**src/rtl/mem_access.sv**
```systemverilog
// Memory stage of the pipeline: holds one instruction, talks to the data memory,
// formats load data and hands the finished instruction to WB.
module mem_access (
    input  logic         clk,
    input  logic         reset,
    input  logic         EXE_over,
    input  logic [153:0] EXE_MEM_bus_r,
    input  logic         WB_allowin,
    input  logic         cancel,
    output logic         MEM_allowin,
    output logic         WB_valid,
    output logic [117:0] MEM_WB_bus_r,
    output logic [4:0]   MEM_wdest,
    output logic         dm_req,
    output logic [3:0]   dm_wen,
    output logic [31:0]  dm_addr,
    output logic [31:0]  dm_wdata,
    input  logic [31:0]  dm_rdata,
    input  logic         dm_ack
);

    typedef enum logic [1:0] {IDLE, REQ, DONE, DRAIN} state_t;

    state_t         state_q;
    logic [153:0]   bus_q;
    logic           memValid_q;
    logic [31:0]    loadData_q;
    logic           wbValid_q;
    logic [117:0]   wbBus_q;

    logic           isLd, isSt, isByte, isSgn, inMemOp;
    logic [31:0]    storeData, exeResult, loadFmt, memResult;
    logic [1:0]     lane;
    logic [7:0]     rdByte;
    logic           memOver, capture, transfer;
    logic [117:0]   wbBus_d;

    assign isLd      = bus_q[153];
    assign isSt      = bus_q[152];
    assign isByte    = bus_q[151];
    assign isSgn     = bus_q[150];
    assign storeData = bus_q[149:118];
    assign exeResult = bus_q[111:80];
    assign lane      = exeResult[1:0];
    assign inMemOp   = EXE_MEM_bus_r[153] | EXE_MEM_bus_r[152];

    // Byte lanes are little-endian: lane 0 is dm_rdata[7:0].
    assign rdByte  = dm_rdata[{lane, 3'b000} +: 8];
    assign loadFmt = !isByte ? dm_rdata
                   : isSgn   ? {{24{rdByte[7]}}, rdByte}
                   :           {24'h0, rdByte};

    assign memOver     = memValid_q & (((!isLd & !isSt) & (state_q == IDLE)) | (state_q == DONE));
    assign MEM_allowin = (!memValid_q | (memOver & WB_allowin)) & (state_q != DRAIN);
    assign capture     = EXE_over & MEM_allowin & !cancel;
    assign transfer    = memOver & WB_allowin & !cancel;

    assign memResult = isLd ? loadData_q : exeResult;
    assign wbBus_d   = {bus_q[117:112], memResult, bus_q[79:0]};

    assign dm_req   = (state_q == REQ) | (state_q == DRAIN);
    assign dm_addr  = {exeResult[31:2], 2'b00};
    assign dm_wen   = !isSt ? 4'h0 : (isByte ? (4'b0001 << lane) : 4'hF);
    assign dm_wdata = isByte ? {4{storeData[7:0]}} : storeData;

    assign WB_valid     = wbValid_q;
    assign MEM_WB_bus_r = wbBus_q;
    assign MEM_wdest    = bus_q[116:112] & {5{memValid_q}};

    always_ff @(posedge clk or posedge reset) begin
        if (reset) begin
            state_q    <= IDLE;
            bus_q      <= '0;
            memValid_q <= 1'b0;
            loadData_q <= '0;
            wbValid_q  <= 1'b0;
            wbBus_q    <= '0;
        end else begin
            if (cancel) begin
                memValid_q <= 1'b0;
                wbValid_q  <= 1'b0;
            end else begin
                if (capture) begin
                    bus_q      <= EXE_MEM_bus_r;
                    memValid_q <= 1'b1;
                end else if (transfer) begin
                    memValid_q <= 1'b0;
                end
                if (transfer) begin
                    wbBus_q   <= wbBus_d;
                    wbValid_q <= 1'b1;
                end else if (WB_allowin) begin
                    wbValid_q <= 1'b0;
                end
            end

            // A cancelled request still owns the bus until memory acknowledges it.
            case (state_q)
                IDLE, DONE: begin
                    if (cancel)
                        state_q <= IDLE;
                    else if (capture && inMemOp)
                        state_q <= REQ;
                    else if (transfer)
                        state_q <= IDLE;
                end
                REQ: begin
                    if (dm_ack) begin
                        loadData_q <= loadFmt;
                        state_q    <= cancel ? IDLE : DONE;
                    end else if (cancel) begin
                        state_q <= DRAIN;
                    end
                end
                DRAIN: begin
                    if (dm_ack)
                        state_q <= IDLE;
                end
                default: state_q <= IDLE;
            endcase
        end
    end

endmodule
```
**config.mk**
```make
export PLATFORM = sky130hd
export DESIGN_NAME = mem_access
export DESIGN_NICKNAME = d
export VERILOG_FILES = /design/src/rtl/mem_access.sv
export SDC_FILE = /design/constraint.sdc
export NUM_CORES = 1
export LEC_CHECK = 0
export CAP_MARGIN = 30
export CELL_PAD_IN_SITES_DETAIL_PLACEMENT = 0
export CELL_PAD_IN_SITES_GLOBAL_PLACEMENT = 2
export CORE_UTILIZATION = 31
export DETAILED_ROUTE_END_ITERATION = 8
export PLACE_DENSITY_LB_ADDON = 0.12
export SKIP_LAST_GASP = 1
export SLEW_MARGIN = 20
export SYNTH_ARGS = -nofsm -noshare
export SYNTH_HDL_FRONTEND = slang
export SYNTH_SLANG_ARGS = --single-unit
export TNS_END_PERCENT = 5
```
**constraint.sdc**
```tcl
create_clock -name clk -period 13.95 [get_ports clk]
set_input_delay 2.79 -clock clk [delete_from_list [all_inputs] [get_ports clk]]
set_output_delay 2.79 -clock clk [all_outputs]
set_load 0.02 [all_outputs]
```
==> impl_metrics.toml <==
[status]
status = "completed"

[finish]
multi_input_area_sq_mm = 0.00466
regArea_sq_mm = 0.00771
final_cell_mix = "clkdlybuf4s50_1, dfrtp_1, mux2_2, mux2_4, o21ai_0"
final_cells = 1870
fin_util_pct = 44.2
final_common_cell = "clkdlybuf4s50_1"
nets = 1490
drive_above_1_share_pct = 24.8
final.fill_count = 3916
area_growth_pct = 41.1

[sta]
finalSetupTns_ns = 0
slew_violations = 0
tightestPinTransition_ns = 0.929
clock.fmax_mhz = 134
period_share_pct = 53.3
clock_skew_ns = 0.0135
finalCriticalPeriod_ns = 7.44
slew_headroom_pct = 38.1
setup_viol = 0
rsz0062_at_grt = "false"
hold_violations = 0

[clock_network]
clock-sinks = 308
root_buffer = "clkbuf_16"
clkTransAtPathRegs_ns = 0.06
cts-hold-fix-buffers = 0
clock_path_buffers = 3
cts_resized = 0
cts_buffers = 38
post_cts_buffers = 0
cts_tree = "yes"
clkLatencyLatePin_ns = 0.55
htree_levels = 2

[detailed_routing]
wl_um = 35900
first_pass_iters = 4
vias = 8435
routed_via_density = 4.51
drc = 0
drt.antenna.violating_nets = 0
wl_per_cell_um = 19.2
drt-initial-drc-count = 326

[critical_path]
cp_data_required_time_ns = 11.16
crit_type = "primary input to primary output"
crit_fanout = 6
critical_path_arrival_ns = 4.65
start_kind = "primary input"
worstSetupEndpointType = "primary output"

[logic_synthesis]
synth.avg_cell_area_sq_um = 13.7
syn_inst = 959
synth_top_area_share_pct = 58.7
yosysSeqAreaShare_pct = 58.7
synth_area_leader_cell = "dfrtp_1"
yosysWarnings = 0
synthTopCellsByArea = "dfrtp_1, mux2_2, mux2_4, mux2i_1, buf_4"
synth_area_sq_mm = 0.0131
synthDistinctLibCells = 34
ys_ff_latch = 308

[die]
core_sq_mm = 0.0419
fp.dieH_um = 208
io_pins = 386
rows = 75
die_w_um = 208
die_area_sq_mm = 0.0432
start_util_pct = 31.4

[placement]
place_inst = 1796
gp_congestion = 0.755
port_buffers = 383
dp_hpwl_um = 24500

[pwr]
ir_drop_v = 0.0000975
powerDensity_mw_per_mm2 = 209
finalPower_mw = 3.87
p_leak_nw = 7.99

[global_route]
grt.total_usage_pct = 16.7
grt_pass1_vias = 8995
grt_pass1_wl_um = 55500
antenna_found_initial = 6
overflow = 0
grt_max_degree = 112

[run]
cap_violations = 0

[worst_hold_path]
hold_path_class = "flip-flop to flip-flop"
cell type report:
cell class | count | share of cell area, %
antenna | 3 | 0.0405
clock buffer | 54 | 6.24
clock inverter | 16 | 1.08
inverter | 26 | 0.568
multi-input combinational | 526 | 25.2
sequential | 308 | 41.6
tap | 539 | 3.64
timing repair buffer | 398 | 21.6
logic make-up after synthesis:
family / after synthesis / share of synthesized area, %
buffers and inverters: 126 / 5.99
and+or+nand+nor: 127 / 4.35
other: 1 / 0.0286
xor gates and xnor gates: 1 / 0.0668
muxes: 282 / 25.6
DFF: 308 / 58.7
AOI/OAI and AO/OA: 114 / 5.22
where the power goes:
part / switching, mW / leakage, nW / internal, mW
combinational: 0.641 / 3.64 / 0.743
sequential: 0.213 / 3.70 / 1.22
clock: 0.398 / 0.654 / 0.653
state kept, by name, indices dropped and copies added, names as in the netlist:
signal / flops
MEM_WB_bus_r: 118
WB_valid: 1
bus_q: 154
loadData_q: 32
memValid_q: 1
state_q: 2
layer usage:
layer | vias to the layer above | wire length [um] | track usage, %
met5 | - | 39 | 0
met4 | 6 | 668 | 4.14
met3 | 55 | 3300 | 7.52
met2 | 252 | 16000 | 25.5
met1 | 4145 | 15800 | 21.6
li1 | 3977 | - | -
worst paths after layout:
kind / from / endpoint / slack [ns] / cells past startpoint
max: WB_allowin / MEM_allowin / 6.51 / 4
min: MEM_WB_bus_r[101] / MEM_WB_bus_r[101] / 0.48 / 2
max reg2reg: bus_q[152] / bus_q[100] / 10.67 / 5
min reg2reg: MEM_WB_bus_r[101] / MEM_WB_bus_r[101] / 0.48 / 2
max in group asynchronous: reset / bus_q[153] / 9.31 / 5
min in group asynchronous: reset / MEM_WB_bus_r[19] / 2.79 / 2
cell usage after synthesis, drive strengths merged:
master	n
mux2i	41
conb	1
and2	6
inv	26
o21a	1
and3	1
a31oi	25
xnor2	1
buf	64
dfrtp	308
a21oi	9
mux2	240
nand3	1
a21boi	3
nand2	53
a21o	7
or3b	1
o21ai	58
a211oi	1
o2111ai	2
nor3	2
nand2b	26
a32o	1
a32oi	7
mux4	1
nor2	37
clkbuf	36
stage by stage:
| stage | instance area [sq um] | worst slack [ns] | hold slack, ns |
|---|---|---|---|
| floorplan | 13100 | 2.64 | 0.477 |
| global placement | 17100 | 6.54 | 0.461 |
| detailed placement | 17100 | 6.51 | 0.469 |
| CTS | 18500 | 6.50 | 0.483 |
| global route | 18500 | 6.45 | 0.501 |
| finish | 18500 | 6.51 | 0.476 |
worst max-delay path: stages:
cell and delay (ns):
clkdlybuf4s50_1 0.61, or3b_4 0.43, a31oi_4 0.19, clkdlybuf4s50_1 0.63
Power figures use the tool's default switching activity.
